===== src/rtl/spi_pkg.sv =====
// Shared types for the SPI master engine.
// FSM state encoding and the per-transfer mode bundle.
package spi_pkg;

  typedef enum logic [1:0] {
    IDLE,
    SETUP,
    XFER,
    HOLD
  } spi_state_e;

  typedef struct packed {
    logic cpol;
    logic cpha;
    logic lsb_first;
  } spi_mode_s;

endpackage


===== src/rtl/spi_clk_gen.sv =====
// SCLK timing for the SPI master: half-period divider,
// lead/trail edge strobes and the phase terminal count.
module spi_clk_gen #(
  parameter int DATA_W = 8,
  parameter int DIV_W  = 8
) (
  input  logic             clk,
  input  logic             rst_n,
  input  logic             start_i,
  input  logic [DIV_W-1:0] div_i,
  input  logic             run_i,
  input  logic             xfer_i,
  output logic             lead_o,
  output logic             trail_o,
  output logic             tc_o
);

  localparam int EW = $clog2(2 * DATA_W);

  logic [DIV_W-1:0] div_q;
  logic [DIV_W:0]   cnt_q;
  logic [EW-1:0]    edge_q;
  logic             tick;
  logic             last;

  assign tick    = run_i && (cnt_q == '0);
  assign last    = edge_q == EW'(2 * DATA_W - 1);
  assign lead_o  = tick && xfer_i && !edge_q[0];
  assign trail_o = tick && xfer_i && edge_q[0];
  assign tc_o    = tick && (!xfer_i || last);

  // SETUP gets one extra cycle: the accept cycle itself.
  always_ff @(posedge clk or negedge rst_n) begin
    if (!rst_n) begin
      div_q  <= '0;
      cnt_q  <= '0;
      edge_q <= '0;
    end else if (start_i) begin
      div_q  <= div_i;
      cnt_q  <= {1'b0, div_i} + (DIV_W + 1)'(1);
      edge_q <= '0;
    end else if (tick) begin
      cnt_q <= {1'b0, div_q};
      if (xfer_i) edge_q <= edge_q + EW'(1);
    end else if (run_i) begin
      cnt_q <= cnt_q - (DIV_W + 1)'(1);
    end
  end

endmodule


===== src/rtl/spi_master_core.sv =====
// SPI master engine: one DATA_W-bit full-duplex word per start,
// runtime CPOL/CPHA, bit order, divider and slave select.
module spi_master_core
  import spi_pkg::*;
#(
  parameter int  DATA_W = 8,
  parameter int  NUM_SS = 4,
  parameter int  DIV_W  = 8,
  // one spare code so an out-of-range select is expressible
  localparam int SEL_W  = $clog2(NUM_SS + 1)
) (
  input  logic              clk,
  input  logic              rst_n,
  input  logic              start_i,
  input  logic [DATA_W-1:0] tx_data_i,
  input  logic [SEL_W-1:0]  ss_sel_i,
  input  logic              cpol_i,
  input  logic              cpha_i,
  input  logic              lsb_first_i,
  input  logic [DIV_W-1:0]  clk_div_i,
  output logic              busy_o,
  output logic              done_o,
  output logic [DATA_W-1:0] rx_data_o,
  output logic              sclk_o,
  output logic              mosi_o,
  input  logic              miso_i,
  output logic [NUM_SS-1:0] ss_n_o
);

  spi_state_e        state_q;
  spi_mode_s         mode_q;
  logic [DATA_W-1:0] tx_q;
  logic [DATA_W-1:0] rx_q;
  logic [DATA_W-1:0] rx_data_q;
  logic [NUM_SS-1:0] ss_n_q;
  logic [NUM_SS-1:0] ss_dec;
  logic              sclk_q;
  logic              mosi_q;
  logic              busy_q;
  logic              done_q;
  logic              accept;
  logic              lead;
  logic              trail;
  logic              tc;
  logic              smp;
  logic              shf;

  function automatic logic head(
    input logic [DATA_W-1:0] w,
    input logic              lsb
  );
    return lsb ? w[0] : w[DATA_W-1];
  endfunction

  function automatic logic [DATA_W-1:0] adv(
    input logic [DATA_W-1:0] w,
    input logic              lsb
  );
    return lsb ? (w >> 1) : (w << 1);
  endfunction

  function automatic logic [DATA_W-1:0] push(
    input logic [DATA_W-1:0] w,
    input logic              b,
    input logic              lsb
  );
    return lsb ? {b, w[DATA_W-1:1]}
               : {w[DATA_W-2:0], b};
  endfunction

  assign accept = start_i && (state_q == IDLE);
  assign smp    = mode_q.cpha ? trail : lead;
  // the final trailing edge ends the word, no new bit
  assign shf    = mode_q.cpha ? lead : (trail && !tc);

  always_comb begin
    ss_dec = '1;
    for (int i = 0; i < NUM_SS; i++)
      if (ss_sel_i == SEL_W'(i)) ss_dec[i] = 1'b0;
  end

  spi_clk_gen #(
    .DATA_W (DATA_W),
    .DIV_W  (DIV_W)
  ) u_clk_gen (
    .clk     (clk),
    .rst_n   (rst_n),
    .start_i (accept),
    .div_i   (clk_div_i),
    .run_i   (state_q != IDLE),
    .xfer_i  (state_q == XFER),
    .lead_o  (lead),
    .trail_o (trail),
    .tc_o    (tc)
  );

  always_ff @(posedge clk or negedge rst_n) begin
    if (!rst_n) begin
      state_q   <= IDLE;
      mode_q    <= '0;
      tx_q      <= '0;
      rx_q      <= '0;
      rx_data_q <= '0;
      ss_n_q    <= '1;
      sclk_q    <= 1'b0;
      mosi_q    <= 1'b0;
      busy_q    <= 1'b0;
      done_q    <= 1'b0;
    end else begin
      done_q <= 1'b0;
      unique case (state_q)
        IDLE: if (accept) begin
          mode_q.cpol      <= cpol_i;
          mode_q.cpha      <= cpha_i;
          mode_q.lsb_first <= lsb_first_i;
          sclk_q  <= cpol_i;
          ss_n_q  <= ss_dec;
          busy_q  <= 1'b1;
          rx_q    <= '0;
          state_q <= SETUP;
          if (cpha_i) begin
            tx_q <= tx_data_i;
          end else begin
            mosi_q <= head(tx_data_i, lsb_first_i);
            tx_q   <= adv(tx_data_i, lsb_first_i);
          end
        end
        SETUP: if (tc) state_q <= XFER;
        XFER: begin
          if (lead || trail) sclk_q <= ~sclk_q;
          if (smp)
            rx_q <= push(rx_q, miso_i, mode_q.lsb_first);
          if (shf) begin
            mosi_q <= head(tx_q, mode_q.lsb_first);
            tx_q   <= adv(tx_q, mode_q.lsb_first);
          end
          if (tc) state_q <= HOLD;
        end
        HOLD: if (tc) begin
          state_q   <= IDLE;
          sclk_q    <= mode_q.cpol;
          ss_n_q    <= '1;
          mosi_q    <= 1'b0;
          busy_q    <= 1'b0;
          done_q    <= 1'b1;
          rx_data_q <= rx_q;
        end
        default: state_q <= IDLE;
      endcase
    end
  end

  assign busy_o    = busy_q;
  assign done_o    = done_q;
  assign rx_data_o = rx_data_q;
  assign sclk_o    = sclk_q;
  assign mosi_o    = mosi_q;
  assign ss_n_o    = ss_n_q;

endmodule

===== config.mk =====
export PLATFORM = sky130hd
export DESIGN_NAME = spi_master_core
export DESIGN_NICKNAME = d
export VERILOG_FILES = /design/src/rtl/spi_pkg.sv /design/src/rtl/spi_clk_gen.sv /design/src/rtl/spi_master_core.sv
export SDC_FILE = /design/constraint.sdc
export NUM_CORES = 1
export LEC_CHECK = 0
export ABC_AREA = 1
export CORE_MARGIN = 1.5
export CORE_UTILIZATION = 56
export DETAILED_ROUTE_END_ITERATION = 16
export PLACE_DENSITY = 0.8
export SYNTH_ARGS = -nofsm -noshare
export SYNTH_HDL_FRONTEND = slang
export SYNTH_SLANG_ARGS = --single-unit

===== constraint.sdc =====
create_clock -name clk -period 2.35 [get_ports clk]
set_clock_uncertainty 0.15 [all_clocks]
set_input_delay 0.235 -clock clk [delete_from_list [all_inputs] [get_ports clk]]
set_output_delay 0.235 -clock clk [all_outputs]
set_load 0.01 [all_outputs]

==> reports/qor.yml, run 1 <==
core_mm2: 0.00592
io_pins: 42
grt_overflow: 0
cp_slowest_cell: "dfrtp_1"
n_antenna_cell: 0
clkSlewWorstSetupHoldPaths_ns: 0.08
pwr-share-comb: 0.437
yosys_most_used_dff: "dfrtp_1"
fmax_mhz: 465
syn_area_per_cell_um2: 7.76
worst_pin_slew_ns: 0.663
drv_cap: 0
synth-seq-area-share: 0.424
worst_ep_required_time_ns: 2.42
cts_buffers: 9
grt_pass1_wl_um: 12600
dpl.hpwl_um: 5580
crit_buf_inv: 2
synth_area_mm2: 0.00344
clkLatencyLatePin_ns: 0.34
root_buffer: "clkbuf_8"
setup.worst_path.start_class: "flip-flop"
place_congestion: 0.883
crit_family: "simple AND/OR/NAND/NOR gates"
initial_core_util: 0.581
clock_power_share: 0.231
io_buffers: 41
first_iter_violations: 264
seqPwrFrac: 0.332
nets: 525
fin_ws_ns: 0.197
syn2layout_area_growth_pct: 21.8
place_ws_ns: 0.183
antenna_found_initial: 0
worstPathCellList: "inv_1 > ha_1 > inv_2 > nand3_2 > nor2_4 > nand4_1 > nand3_2 > nand2_4 > nand2_1 > nand2_1"
clock_sinks: 58
netSwitchingPower_mw: 2.07
drive_gt1_frac: 0.115
wl_um: 7780
vias: 3102
critPathMaxStageDelay_ns: 0.38
fp.dieH_um: 81.4
utilization: 0.707
hold_viol: 0
vias_per_cell: 5.44
layout_commonest_cell: "nand2_1"
synth_top_area_frac: 0.393
routedWlPerCell_um: 13.6
fillers: 479
postSynthRegisterBits: 58
layout_common_cells: "nand2_1, inv_1, dfrtp_1"
track_usage: 0.249
cts_setup_buffers: 0
leakagePower_nw: 1.95
synth_edf_count: 0
intPower_mw: 2.93
rsz0062_at_grt: "false"
worstPathArrival_ns: 2.23
slew_headroom: 0.558
cp_max_fo: 10
cts_buffer_depth: 2
path_class: "reg2reg"
grt_pass1_vias: 2833
num_rows: 28
peakVddDrop_mv: 0.855
synth_cell_types: 34
final_cell_area_mm2: 0.00419
yosys-top-cells-area: "dfrtp_1, nand2_1, o21ai_0"
syn_nets: 478
drc: 0
fin_crit_ns: 2.15
slew_viol_final: 0
place_area_mm2: 0.00392
run_status: "complete, no violations"
finalSetupTns_ns: 0
end_kind: "flip-flop"
async_flop_share: 1.00
ys_warn_count: 0
yosys.area.top_type: "dfrtp_1"
finalCritPeriodShare: 0.916
dr.pass1.iters: 4
cts.htree.levels: 3
setup_viol: 0
die_w_um: 81.4
hold_class: "in2async"
netlist_instances: 443
powerDensity_mw_per_mm2: 1190
grt_max_degree: 31
cts_tree: "built"
p_sw_frac: 0.414
ant_nets: 0
die-area_mm2: 0.00662
[cell families (layout without fill, tap and decap cells)]
kind of cell	Yosys count	count (layout)	synth area share
simple gates	194	194	0.258
buf+inv	72	124	0.0902
compound gates	105	105	0.182
xor+xnor	5	5	0.0127
flops	58	58	0.424
fa+ha+maj	9	9	0.0328
[synthesized netlist by cell type, drive strengths merged (2+ instances only)]
library cell,number
nand3b,2
ha,9
dfstp,4
a21oi,16
nor3,5
nand4,7
inv,57
o22ai,10
o21ai,62
o221ai,7
dfrtp,54
nand3,41
clkbuf,5
nor2,28
xor2,3
o211ai,5
xnor2,2
nand2,110
buf,10
a31oi,2
[registers in the layout (all words and copies together), names as in the netlist]
signal            flops
rx_data_o             8
u_clk_gen.cnt_q       9
u_clk_gen.div_q       8
u_clk_gen.edge_q      4
mode_q                3
tx_q                  8
state_q               2
sclk_o                1
busy_o                1
done_o                1
ss_n_o                4
mosi_o                1
rx_q                  8
[worst register-to-register path, cell delays in order, from the launching register on]
cell and delay (ns):
dfrtp_1 0.38, inv_1 0.10, ha_1 0.27, inv_2 0.18, nand3_2 0.14, nor2_4 0.19
nand4_1 0.14, nand3_2 0.20, nand2_4 0.11, nand2_1 0.11, nand2_1 0.07
[repair_timing]
action,in CTS,in global routing
resized for setup,0,1
hold endpoints to repair,24,0
endpoints found under the setup margin,0,8
hold buffers,1,0
[per-layer routing]
layer	GRT usage	part of all wire	vias up
met5	0	0	-
met4	0.0897	0.013	0
met3	0.0472	0.041	10
met2	0.404	0.47	73
met1	0.330	0.48	1440
li1	-	-	1579
[per-stage QoR]
stage | hold slack (ns) | cells | total power, mW
global placement | 0.148 | 553 | 3.75
CTS | 0.322 | 570 | 4.99
detailed placement | 0.154 | 553 | 3.81
floorplan | -0.211 | 443 | 3.21
finish | 0.321 | 570 | 5.00
global route | 0.352 | 570 | 5.36
[power groups by stage]
stage	registers (mW)	clock network (mW)	logic, mW
final	1.66	1.15	2.18
after CTS	1.65	1.17	2.18
after floorplan	1.62	0	1.59
after global placement	1.65	0	2.10
after global routing	1.69	1.21	2.46
after detailed placement	1.65	0	2.16
[cell type report]
class	instances	area [um2]	share of cell area
inverter	57	214	0.0511
multi-input combinational	313	1680	0.401
sequential	58	1460	0.348
timing repair buffer	51	495	0.118
clock inverter	7	125	0.0299
tap	75	93.8	0.0224
clock buffer	9	124	0.0296
[final timing paths]
path,cells past startpoint,endpoint,slack [ns],from
min in group clk,2,rx_q[1],0.33,rx_q[1]
worst min-delay path,2,tx_q[0],0.32,rst_n
worst max register to register,10,rx_q[7],0.20,state_q[0]
max in group asynchronous,3,rx_q[6],1.14,rst_n
worst min register to register,2,rx_q[1],0.33,rx_q[1]
worst max-delay path,10,rx_q[7],0.20,state_q[0]
Note: power is estimated with default switching activity, not from simulation.
==> run 2: changes to the inputs <==
SLEW_MARGIN = 20   (was default)
==> results of run 2 <==
Final layout, timing and power as in run 1 (identical DEF).
==> run 3: changes to the inputs <==
CTS_CLUSTER_DIAMETER = 150   (was default)
==> results of run 3 <==
Final layout, timing and power as in run 1 (identical DEF).
==> patch (flow settings as in run 2) <==
Re-encode `spi_state_e` (4 states) as one-hot, 4 bits wide.
--- a/src/rtl/spi_pkg.sv
+++ b/src/rtl/spi_pkg.sv
@@ -3,9 +3,9 @@
 package spi_pkg;
 
-  typedef enum logic [1:0] {
-    IDLE,
-    SETUP,
-    XFER,
-    HOLD
+  typedef enum logic [3:0] {
+    IDLE  = 4'b0001,
+    SETUP = 4'b0010,
+    XFER  = 4'b0100,
+    HOLD  = 4'b1000
   } spi_state_e;
 
Formal check against the unedited RTL: no difference found for any inputs over 10 cycles, from zero or initial values and one cycle with rst_n low; not proved beyond that.
==> patch against run 2 <==
- setup slack gained 0.12 ns
- synthesized area fell by 0.36%
- sequential power shrank 4%
- sequential cell count grew 2
- maximum frequency grew 5.8%
- power down 10%
- wire length is 5.0% lower
- count of clock-buffer cells in the layout stayed put
- design area fell by 2.3%
- die area decreased by 0.34%
- first-iteration DRC count down 35%
==> patch: results (changes against run 2) <==
Synth:
- The xor and xnor area share after synthesis came to 1.790% (+0.52 points).
- In the synthesized netlist, the cells that appear most often are sky130_fd_sc_hd__nand2_1 (146), sky130_fd_sc_hd__dfrtp_1 (55), sky130_fd_sc_hd__nand3_1 (45).
- The compound-cell area share of the yosys netlist was 13.29% (-4.9 points).
- The share of synthesized area spent on multiplexers is 1.753% (+1.8 points).
- The adder-cell share of the synthesized area is 1.461% (-1.8 points).
- The net count after synthesis is 486 (+1.7%).
- Sorting the synthesized cells by area gives the leading types as sky130_fd_sc_hd__dfrtp_1 (40%), sky130_fd_sc_hd__nand2_1 (16%), sky130_fd_sc_hd__nand3_1 (6.6%).
- The sequential element share of the synthesized area is 44.01% (+1.7 points).

Global route:
- The largest net degree at the start of global routing is 39 (+26%).
- The overall fraction of global-route tracks in use came to 25.06% (+0.15 points).

Critical path:
- The maximum fanout along the worst path came to 11 (+1).
- The number of cells traversed by the worst register-to-register path is 11 (+1).
- The data arrival time of the critical path came to 2.11 ns (-0.12 ns).
- The launching point of the worst reg2reg path is u_clk_gen.cnt_q[0]$_DFFE_PN0P_.
- The capture instance of the worst register-to-register path is tx_q[0]$_DFFE_PN0P_.
- The maximum cell stage delay along the critical path is 0.36 ns (-0.02 ns).
- The worst reg-to-reg setup slack is 0.32 ns (+0.12 ns).

Route:
- The count of routing violations after the opening detailed-route iteration is 172 (-35%).
- The total via count after detailed routing is 3212 (+3.5%).
- The number of iterations in the first detailed-routing pass is 5 (+1).
- The detailed-route wire length per cell is 12.78 µm (-6.3%).

Power and ir drop:
- The largest vdd supply drop is 0.8643 mV (+1.1%).
- The net switching power figure was 0.001873 W (-9.4%).
- The leakage component of the power is 1.966 nW (+1.1%).

Finish:
- The count of nets after finishing is 528 (+0.57%).

Place:
- The final weighted congestion in routability-driven placement was 0.8847 (+0.19%).

Outcome:
- The run finished with clean final reports.
## patch: cell count changes after synthesis, moves of 7 or more
cell	before	now
sky130_fd_sc_hd__a21oi_1	16	25
sky130_fd_sc_hd__nand3_1	37	45
sky130_fd_sc_hd__o21ai_0	52	35
sky130_fd_sc_hd__inv_1	54	34
sky130_fd_sc_hd__nand2_1	107	146
sky130_fd_sc_hd__o221ai_1	7	0
sky130_fd_sc_hd__o22ai_1	10	3
sky130_fd_sc_hd__o21ai_2	10	0
## patch: how the worst max path moves through the flow
stage	to	cells after the start	slack, ns
after floorplan	mosi_o$_DFFE_PN0P_	13	0.56
after global placement	tx_q[1]$_DFFE_PN0P_	11	0.38
after detailed placement	tx_q[5]$_DFFE_PN0P_	11	0.32
after CTS	tx_q[1]$_DFFE_PN0P_	11	0.31
after global routing	tx_q[0]$_DFFE_PN0P_	11	0.12
final	tx_q[0]$_DFFE_PN0P_	11	0.32
## patch: power by group through the flow
stage | Combinational (W) | Sequential [W] | Clock [W]
finish | 0.00198 | 0.00160 | 0.000898
global route | 0.00224 | 0.00164 | 0.000955
CTS | 0.00197 | 0.00160 | 0.000917
detailed placement | 0.00195 | 0.00161 | 0
global placement | 0.00190 | 0.00160 | 0
floorplan | 0.00146 | 0.00159 | 0
## patch: worst max-delay path: cells and delay by family, from the launching register on
| kind | cells | cell delay (ns) |
|---|---|---|
| simple gates | 9 | 1.10 |
| flops | 1 | 0.36 |
| fa+ha+maj | 1 | 0.17 |
| buf+inv | 1 | 0.14 |
## patch: metal layers
| layer | up-vias | track usage (%) | part of all wire (%) |
|---|---|---|---|
| met5 | - | 0 | 0 |
| met4 | 0 | 11.55 | 1.9 |
| met3 | 12 | 4.270 | 5.8 |
| met2 | 97 | 39.33 | 44 |
| met1 | 1511 | 33.81 | 48 |
| li1 | 1592 | - | - |
## patch: final cells by class
type / instances / area (µm²)
inverter: 40 / 150.1
tap: 75 / 93.84
fill: 498 / 1831
timing repair buffer: 48 / 473.0
clock inverter: 7 / 67.56
multi-input combinational: 339 / 1674
clock buffer: 9 / 123.9
sequential: 60 / 1508
## patch: kinds of logic after synthesis
family | Yosys count
mux | 6
flops | 60
xor+xnor | 7
compound gates | 82
simple gates | 240
buf+inv | 57
fa+ha+maj | 4
## patch: through the flow
step                total power [W]  cells  setup slack [ns]
finish                     0.004482    578            0.3155
CTS                        0.004488    578            0.3130
detailed placement         0.003562    561            0.3180
global route               0.004830    578            0.1165
global placement           0.003498    561            0.3761
floorplan                  0.003053    456            0.5579
